`src/rtl/dmem_arb_pkg.sv`:
```
// Shared types for the data-memory bus arbiter: FSM state encoding and the
// access-size mask codes understood by the L1 controllers and the data memory.
package dmem_arb_pkg;

  typedef enum logic [1:0] {
    IDLE  = 2'd0,
    ISSUE = 2'd1,
    WAIT  = 2'd2,
    DONE  = 2'd3
  } arb_state_t;

  // Access-size codes carried on req_mask / mem_mask.
  localparam logic [2:0] MASK_BYTE  = 3'b000;
  localparam logic [2:0] MASK_HALF  = 3'b001;
  localparam logic [2:0] MASK_WORD  = 3'b010;
  localparam logic [2:0] MASK_BYTEU = 3'b100;
  localparam logic [2:0] MASK_HALFU = 3'b101;

  localparam int STAT_CNT_W = 16;

endpackage

```
`src/rtl/rr_priority_picker.sv`:
```
// Combinational round-robin picker: searches the request vector starting at
// the core after last_owner and wrapping, returning the first hit.
module rr_priority_picker #(
  parameter int NUM_CORES = 2,
  parameter int IDX_W     = (NUM_CORES > 1) ? $clog2(NUM_CORES) : 1
) (
  input  logic [NUM_CORES-1:0] req,
  input  logic [IDX_W-1:0]     last_owner,
  output logic                 pick_vld,
  output logic [NUM_CORES-1:0] pick_oh,
  output logic [IDX_W-1:0]     pick_idx
);

  logic [IDX_W-1:0] cand;

  // Offset 1 first so the previous owner is considered last.
  always_comb begin
    pick_vld = 1'b0;
    pick_oh  = '0;
    pick_idx = '0;
    cand     = '0;
    for (int i = 1; i <= NUM_CORES; i++) begin
      cand = IDX_W'((int'(last_owner) + i) % NUM_CORES);
      if (!pick_vld && req[cand]) begin
        pick_vld      = 1'b1;
        pick_oh[cand] = 1'b1;
        pick_idx      = cand;
      end
    end
  end

endmodule

```
`src/rtl/dmem_bus_arbiter.sv`:
```
// Round-robin arbiter serialising L1 miss-fills and write-throughs onto one
// data-memory port. Define ARB_STATS_EN to add per-core grant_cnt counters.
module dmem_bus_arbiter
  import dmem_arb_pkg::*;
#(
  parameter int NUM_CORES = 2,
  parameter int ADDR_W    = 10,
  parameter int DATA_W    = 32,
  parameter int MEM_LAT   = 1
) (
  input  logic                        clk,
  input  logic                        reset,
  input  logic [NUM_CORES-1:0]        req,
  input  logic [NUM_CORES-1:0]        req_wr,
  input  logic [NUM_CORES*ADDR_W-1:0] req_addr,
  input  logic [NUM_CORES*DATA_W-1:0] req_wdata,
  input  logic [NUM_CORES*3-1:0]      req_mask,
  output logic [NUM_CORES-1:0]        gnt,
  output logic [NUM_CORES-1:0]        done,
  output logic [DATA_W-1:0]           rdata,
  output logic [ADDR_W-1:0]           mem_addr,
  output logic [DATA_W-1:0]           mem_wdata,
  output logic [2:0]                  mem_mask,
  output logic                        mem_wr_en,
  output logic                        mem_rd_en,
`ifdef ARB_STATS_EN
  output logic [NUM_CORES*16-1:0]     grant_cnt,
`endif
  input  logic [DATA_W-1:0]           mem_rdata
);

  localparam int IDX_W = (NUM_CORES > 1) ? $clog2(NUM_CORES) : 1;
  localparam int LAT_W = (MEM_LAT > 1) ? $clog2(MEM_LAT) : 1;

  arb_state_t             state;
  logic [IDX_W-1:0]       last_owner;
  logic [IDX_W-1:0]       owner_idx;
  logic [NUM_CORES-1:0]   owner_oh;
  logic [LAT_W-1:0]       lat_cnt;

  logic                   pick_vld;
  logic [NUM_CORES-1:0]   pick_oh;
  logic [IDX_W-1:0]       pick_idx;

  logic                   sel_wr;
  logic [ADDR_W-1:0]      sel_addr;
  logic [DATA_W-1:0]      sel_wdata;
  logic [2:0]             sel_mask;

  logic                   hold_wr;
  logic [ADDR_W-1:0]      hold_addr;
  logic [DATA_W-1:0]      hold_wdata;
  logic [2:0]             hold_mask;
  logic [DATA_W-1:0]      rd_q;
  logic                   capture;

  rr_priority_picker #(
    .NUM_CORES (NUM_CORES),
    .IDX_W     (IDX_W)
  ) u_picker (
    .req        (req),
    .last_owner (last_owner),
    .pick_vld   (pick_vld),
    .pick_oh    (pick_oh),
    .pick_idx   (pick_idx)
  );

  always_comb begin
    sel_wr    = 1'b0;
    sel_addr  = '0;
    sel_wdata = '0;
    sel_mask  = '0;
    for (int i = 0; i < NUM_CORES; i++) begin
      if (pick_oh[i]) begin
        sel_wr    = req_wr[i];
        sel_addr  = req_addr[i*ADDR_W +: ADDR_W];
        sel_wdata = req_wdata[i*DATA_W +: DATA_W];
        sel_mask  = req_mask[i*3 +: 3];
      end
    end
  end

  // Read data is taken on the cycle the memory presents it.
  assign capture = ((state == ISSUE) && !hold_wr && (MEM_LAT == 0)) ||
                   ((state == WAIT) && (lat_cnt == '0));

  always_ff @(posedge clk) begin
    if (reset) begin
      state      <= IDLE;
      last_owner <= IDX_W'(NUM_CORES - 1);
      owner_idx  <= '0;
      owner_oh   <= '0;
      lat_cnt    <= '0;
    end else begin
      case (state)
        IDLE: begin
          if (pick_vld) begin
            owner_idx <= pick_idx;
            owner_oh  <= pick_oh;
            state     <= ISSUE;
          end
        end
        ISSUE: begin
          if (hold_wr || (MEM_LAT == 0)) begin
            state <= DONE;
          end else begin
            lat_cnt <= LAT_W'(MEM_LAT - 1);
            state   <= WAIT;
          end
        end
        WAIT: begin
          if (lat_cnt == '0) state <= DONE;
          else               lat_cnt <= lat_cnt - 1'b1;
        end
        DONE: begin
          last_owner <= owner_idx;
          state      <= IDLE;
        end
        default: state <= IDLE;
      endcase
    end
  end

  // Payload holding registers carry no reset; outputs are gated by state.
  always_ff @(posedge clk) begin
    if ((state == IDLE) && pick_vld) begin
      hold_wr    <= sel_wr;
      hold_addr  <= sel_addr;
      hold_wdata <= sel_wdata;
      hold_mask  <= sel_mask;
    end
    if (capture) rd_q <= mem_rdata;
  end

  assign gnt       = (state != IDLE) ? owner_oh : '0;
  assign done      = (state == DONE) ? owner_oh : '0;
  assign rdata     = ((state == DONE) && !hold_wr) ? rd_q : '0;
  assign mem_wr_en = (state == ISSUE) && hold_wr;
  assign mem_rd_en = (state == ISSUE) && !hold_wr;
  assign mem_addr  = (state != IDLE) ? hold_addr  : '0;
  assign mem_wdata = (state != IDLE) ? hold_wdata : '0;
  assign mem_mask  = (state != IDLE) ? hold_mask  : '0;

`ifdef ARB_STATS_EN
  function automatic logic [STAT_CNT_W-1:0] sat_inc(input logic [STAT_CNT_W-1:0] v);
    return (v == {STAT_CNT_W{1'b1}}) ? v : v + 1'b1;
  endfunction

  logic [STAT_CNT_W-1:0] cnt_q [NUM_CORES];

  always_ff @(posedge clk) begin
    if (reset) begin
      for (int i = 0; i < NUM_CORES; i++) cnt_q[i] <= '0;
    end else if (state == DONE) begin
      for (int i = 0; i < NUM_CORES; i++) begin
        if (owner_oh[i]) cnt_q[i] <= sat_inc(cnt_q[i]);
      end
    end
  end

  for (genvar g = 0; g < NUM_CORES; g++) begin : g_cnt
    assign grant_cnt[g*16 +: 16] = cnt_q[g];
  end
`endif

endmodule

```
`config.mk`:
```
export PLATFORM = sky130hd
export DESIGN_NAME = dmem_bus_arbiter
export DESIGN_NICKNAME = d
export VERILOG_FILES = /design/src/rtl/dmem_arb_pkg.sv /design/src/rtl/rr_priority_picker.sv /design/src/rtl/dmem_bus_arbiter.sv
export SDC_FILE = /design/constraint.sdc
export NUM_CORES = 1
export LEC_CHECK = 0
export ABC_AREA = 1
export CAP_MARGIN = 20
export CORE_ASPECT_RATIO = 1.25
export CORE_MARGIN = 3
export CORE_UTILIZATION = 50
export DETAILED_ROUTE_END_ITERATION = 16
export DONT_BUFFER_PORTS = 1
export SLEW_MARGIN = 20
export SYNTH_ARGS = -nofsm -noshare
export SYNTH_HDL_FRONTEND = slang
export SYNTH_HIERARCHICAL = 1
export SYNTH_SLANG_ARGS = --single-unit
```
`constraint.sdc`:
```
create_clock -name clk -period 3.1 [get_ports clk]
set_clock_uncertainty 0.2 [all_clocks]
set_input_delay 0.62 -clock clk [delete_from_list [all_inputs] [get_ports clk]]
set_output_delay 0.62 -clock clk [all_outputs]
set_load 0.02 [all_outputs]
```
==> results of run 1 <==
-- power by group through the flow --
stage               Clock, uW  Combinational (uW)  Sequential (uW)
floorplan                   0                1270             1880
global placement            0                1530             1890
detailed placement          0                1560             1900
CTS                       686                1560             1880
global route              731                1700             1920
finish                    659                1520             1870
-- state kept, by name, summed over array words and instances, names as in the netlist --
register    count
last_owner      1
hold_addr      10
hold_mask       3
rd_q           32
state           2
hold_wr         1
owner_oh        2
hold_wdata     32
owner_idx       1
-- placed cells by master (no fill, tap or decap) --
cell      instances
buf_4             5
ha_1              3
edfxtp_1         78
buf_12            1
inv_1            92
a21oi_4           2
ha_2              1
clkbuf_1          3
clkinv_2          3
clkbuf_8         10
nand2_1         104
or2_2             1
inv_2             2
nor2_1           82
nor2_2           10
nand3_1          48
a21oi_1           1
dfxtp_1           6
o21ai_0           3
-- critical path, cell delays in order, from the launching register on --
cell and delay (ps):
dfxtp_1 380, ha_1 220, inv_1 70, or2_2 520, nor2_1 410
-- metrics by stage --
stage | cells | setup slack (ps) | instance area (um2) | hold slack [ps]
floorplan | 456 | 715 | 4030 | 239
global placement | 534 | 535 | 4100 | 267
detailed placement | 534 | 466 | 4100 | 280
CTS | 550 | 76.4 | 4270 | 146
global route | 550 | 180 | 4270 | 145
finish | 550 | 342 | 4270 | 168
-- layout make-up --
| cell class | count | area share [%] |
|---|---|---|
| clock buffer | 13 | 3.49 |
| clock inverter | 3 | 0.352 |
| inverter | 94 | 8.27 |
| multi-input combinational | 255 | 26.1 |
| sequential | 84 | 57.7 |
| tap | 95 | 2.79 |
| timing repair buffer | 6 | 1.35 |
-- routing by layer --
layer	vias to the layer above	track usage (%)	share of wire, %
li1	1381	-	-
met1	1241	19.6	39
met2	151	26.9	47
met3	17	5.81	11
met4	0	8.91	2.8
met5	-	0	0
-- path summary, 6_finish.rpt --
| kind | from | to | cells after the start |
|---|---|---|---|
| hold reg to reg | owner_idx$_SDFFE_PP0P_ | last_owner$_SDFFE_PP1N_ | 2 |
| hold / removal | mem_rdata[11] | rd_q[11]$_DFFE_PN_ | 0 |
| setup reg to reg | state[0]$_SDFFE_PP0P_ | hold_wdata[7]$_DFFE_PP_ | 5 |
| setup / recovery | state[1]$_SDFFE_PP0P_ | rdata[11] | 4 |
-- kinds of logic (layout without fill, tap and decap cells) --
kind of cell / count (synthesis) / in the layout / share of synthesized area, %
buf+inv: 117 / 116 / 12.0
simple gates: 245 / 245 / 25.0
fa+ha+maj: 4 / 4 / 1.24
compound gates: 6 / 6 / 0.744
flops: 84 / 84 / 61.0
==> results.md, run 1 <==
* Status: finished clean
* Fill count at approximately 740
* Share of the synthesized area in the top cell type at between 50% and 60%
* Reg power frac at between 40 and 50%
* Setup violations, final at 0
* Vias in the first global route at between 2000 and 2500
* First-pass GRT wire length at 11700 um
* HP Class: primary input to register
* CTS resizes at 0
* CTS Buf Count at 9
* Setup crit end kind: output port
* DR pass1 iterations at 4
* DR vias at 2790
* Finished Core Util at 54.5%
* Clock Tree Root: clkbuf_8
* Ys async rst share at 0%
* R2r setup slk at 890 ps
* FF/Latch Area at about 2500 um2
* Cell-internal power at roughly 2400 uW
* Clk Latency, worst-skew pair at between 300 and 400 ps
* Dpl hpwl at 5960 um
* Fin. max-slew vios at 0
* Main synth FF type: edfxtp_1
* Static leakage at 0.00203 uW
* Die X at about 86 um
* Syn Nets at 588
* Syn_area_per_cell at 8.85 um2
* Fin. Hold Viols at 0
* Vias per inst at a little over 5
* Synth area leaders: edfxtp_1 (58%), nand2_1 (9.7%), inv_1 (8.7%)
* Yosys reg bits at 84
* Hold Buf Count CTS at 0
* Critical Path RT at roughly 2300 ps
* Synth Instances at between 400 and 500
* Peak VDD IR at ~0.46 mV
* Setup TNS at 0 ps
* TritonCTS clock tree: yes
* Num Clock Sinks at 84
* Pin count of the biggest net entering global routing at between 40 and 50
* Crit Path Class: register to output port
* Post-CTS Setup Bufs at 0
* Startpoint types: register
* Synth area leader: edfxtp_1
* FP Rows at 36
* Die Y at 106 um
* Routed wire length at roughly 8000 um
* Worst Path Max Fanout at 32
* Post-synth top cells: nand2_1 (104), inv_1 (93), nor2_1 (82)
* DRT antenna net count at 0
* Library cells used by synthesis at 16
* Sw frac at between 40% and 50%
* Arrival time worst endpoint at between 1500 and 2000 ps
* DR WL/cell at ~14 um
* Initial antenna violation count at 0
* CTS Buffer Depth at 2
* Tot Pwr at between 4000 and 5000 uW
* Max_cap viols at 0
* Register area share after synthesis at between 60 and 70%
* Worst-margin pin slew at ~680 ps
* Core Area at 7840 um2
* F_max at roughly 360 MHz
* RSZ-0062 raised after global routing: false
* Comb pwr share at between 30 and 40%
* Clock network power share at 16.3%
* Count leader, synth: nand2_1
* Crit path time final at roughly 2800 ps
* ANT cells at 0
* Multi-input combinational cell area at ~1100 um2
* Pwr dens at ~950 nW/um2
* Net Sw Power at 1690 uW
* Final GP Congestion at about 0.8
* I/O Buffers at 0
* Tcrit/Tclk final at approximately nine tenths
* DIE AREA at between 9000 and 10000 um2
* Final net count at 582
* Initial drt markers at between 150 and 200
* Starting Density at approximately 51%
* Slew HR at approximately 54%
* CTS H-tree lvls at 3
* GRT Overall Usage at 16.8%
* Ys Warns at 6
* GRT overflow at 0
* Reg clk slew, reported paths at around 80 ps
* Post-synthesis to final-layout area growth at 5.80%
* I/O pin total at about 210
* Share of post-route cells with drive strength above 1 at approximately 7.7%
* Drt drc at 0
* Number of synthesized flops with an enable pin at about 80
* Mapped Area at between 4000 and 5000 um2
(Power assumes the default switching activity.)
==> run 2: changes to the inputs <==
==> constraint.sdc (replaced) <==
create_clock -name clk -period 3.3 [get_ports clk]
set_clock_uncertainty 0.2 [all_clocks]
set_input_delay 0.66 -clock clk [delete_from_list [all_inputs] [get_ports clk]]
set_output_delay 0.66 -clock clk [all_outputs]
set_load 0.02 [all_outputs]
==> run 2 against run 1 <==
  * Combinational power fell by 7%
  * Register-to-register slack improved by 160 ps
  * First-iteration DRC count fell by 1.3%
  * Critical path depth did not move
  * Critical path type unchanged
==> results.md, run 2 (synthesis gave the netlist of run 1 again) <==
* HP Start: mem_rdata[5] (was mem_rdata[11])
* Gr busiest metal: met2 (unchanged)
* Clock Tree Root: clkbuf_8 (unchanged)
* Setup violations, final at 0 (unchanged)
* Met2 Use GR at 28.0% (was 26.9%)
* Crit path cell chain: ha_1 > inv_1 > or2_2 > nor2_1 (unchanged)
* GRT overflow at 0 (unchanged)
* Post-CTS Setup Bufs at 0 (unchanged)
* Fin. max-slew vios at 0 (unchanged)
* RSZ-0062 raised after global routing: false (unchanged)
* Worst r2r path cells at 5 (unchanged)
* Final Cell Area at 4280 um2 (was 4270 um2)
* CP max stage cell: or2_2 (unchanged)
* CTS Buf Count at 9 (unchanged)
* Fill count at 729 (was 739)
* Pre-CTS setup slack at 558 ps (was 466 ps)
* RR Endpoint: hold_wr$_DFFE_PP_ (was hold_wdata[7]$_DFFE_PP_)
* TritonCTS clock tree: yes (unchanged)
* Most common cell after layout, fill and taps aside: nand2_1 (unchanged)
* Static leakage at 0.00203 uW (about the same)
* Clk Latency, worst-skew pair at 350 ps (was 340 ps)
* Setup crit end kind: output port (unchanged)
* Commonest cells after routing, fill and taps aside: nand2_1 (104), inv_1 (92), nor2_1 (82) (unchanged)
* F_max at 354 MHz
* Die Y at 106 um (unchanged)
* Drt drc at 0 (unchanged)
* Startpoint types: register (unchanged)
* GRT Overall Usage at 17.7% (was 16.8%)
* Starting Density at 51.5% (unchanged)
* Final GP Congestion at 0.797 (was 0.784)
* CTS H-tree lvls at 3 (unchanged)
* Worst path bufs/invs at 1 (unchanged)
* Fin. Hold Viols at 0 (unchanged)
* Hold Buf Count CTS at 0 (unchanged)
* CTS resizes at 0 (unchanged)
* I/O Buffers at 0 (unchanged)
* Tot Pwr at 3870 uW (was 4050 uW)
* Status: finished clean (unchanged)
* ANT cells at 0 (unchanged)
* Setup TNS at 0 ps (unchanged)
* Hold depth at 0 (unchanged)
* DR vias at 2713 (was 2790)
* Arrival time worst endpoint at 1970 ps (was 1940 ps)
* Vias per inst at 4.94 (was 5.07)
* Share of post-route cells with drive strength above 1 at 7.71% (was 7.69%)
* Vias in the first global route at 2533 (was 2447)
* First-pass GRT wire length at 12400 um (was 11700 um)
* Pwr dens at 903 nW/um2 (was 949 nW/um2)
* Slew HR at 54.8% (was 54.5%)
* Crit path time final at around 2800 ps
* R2r setup slk at 1050 ps (was 890 ps)
* Post-Place Cell Area at 4100 um2 (about the same)
* Max_cap viols at 0 (unchanged)
* Initial drt markers at 155 (was 157)
* Final net count at 581 (was 582)
* Critical Path RT at 2440 ps (was 2280 ps)
* Peak VDD IR at 0.396 mV (was 0.458 mV)
* I/O pin total at 211 (unchanged)
* Setup WS post-layout at 473 ps (was 342 ps)
* Initial antenna violation count at 0 (unchanged)
* GR Util met3 at 6.36% (was 5.81%)
* Crit Path Class: register to output port (unchanged)
* Reg-to-Reg Start: state[0]$_SDFFE_PP0P_ (unchanged)
* Largest stage delay, worst path at 530 ps (was 520 ps)
* Worst-margin pin slew at 676 ps (was 682 ps)
* Worst Path Max Fanout at 32 (unchanged)
* Num Clock Sinks at 84 (unchanged)
* GR Layer Usage met1 at 21.6% (was 19.6%)
* DR WL/cell at 14.5 um (about the same)
* Core Area at 7840 um2 (unchanged)
* Dpl hpwl at 5960 um (about the same)
* WHS Endpoint: rd_q[5]$_DFFE_PN_ (was rd_q[11]$_DFFE_PN_)
* Post-synthesis to final-layout area growth at 6.11% (was 5.80%)
* HP Class: primary input to register (unchanged)
* DRT antenna net count at 0 (unchanged)
* CTS Buffer Depth at 2 (unchanged)
* Critical path's top delay family: simple AND/OR/NAND/NOR gates (unchanged)
* Pin count of the biggest net entering global routing at 48 (unchanged)
* Reg clk slew, reported paths at 80 ps (about the same)
* Die X at 86.3 um (unchanged)
* Top flop regs: hold_wdata x32, rd_q x32, hold_addr x10 (unchanged)
* DIE AREA at 9190 um2 (unchanged)
* Routed wire length at 7980 um (was 7950 um)
* Tcrit/Tclk final at 85.7%
* DR pass1 iterations at 6 (was 4)
* FP Rows at 36 (unchanged)
* Worst Hold Slack at 206 ps (was 168 ps)
run 2: cell count changes in the layout (fill, tap and decap cells not counted), sizes merged:
| cell | delta |
|---|---|
| clkinvlp | +1 |
| buf | -1 |
| clkbuf | -2 |
| bufinv | +1 |
run 2: metal layers:
| metal | part of all wire [%] | up-vias |
|---|---|---|
| li1 | - | 1376 |
| met1 | 40 | 1190 |
| met2 | 49 | 139 |
| met3 | 10 | 8 |
| met4 | 1.4 | 0 |
| met5 | 0 | - |
run 2: worst max-delay path by stage:
stage / from / to / cells after the start
after floorplan: req[1] / hold_addr[0]$_DFFE_PP_ / 4
final: state[1]$_SDFFE_PP0P_ / rdata[26] / 4
after CTS: state[0]$_SDFFE_PP0P_ / rdata[26] / 4
after global routing: state[1]$_SDFFE_PP0P_ / rdata[14] / 4
after global placement: state[0]$_SDFFE_PP0P_ / rdata[15] / 4
after detailed placement: state[0]$_SDFFE_PP0P_ / rdata[26] / 4
run 2: power by group:
group	switching, uW	internal, uW
Clock	340	346
Sequential	106	1650
Combinational	1160	261
Total	1600	2260
run 2: layout make-up:
type / instances / area, um2 / share of cell area, %
Sequential cell: 84 / 2460 / 57.5
Multi-Input combinational cell: 255 / 1110 / 26.0
Inverter: 94 / 353 / 8.24
Clock buffer: 11 / 131 / 3.07
Tap cell: 95 / 119 / 2.78
Clock inverter: 5 / 52.6 / 1.23
Timing Repair Buffer: 5 / 50.0 / 1.17
run 2: metrics by stage:
step | instances | utilization (%)
floorplan | 456 | -
global placement | 533 | 52.3
detailed placement | 533 | 52.3
CTS | 549 | 54.6
global route | 549 | 54.6
finish | 549 | 54.6
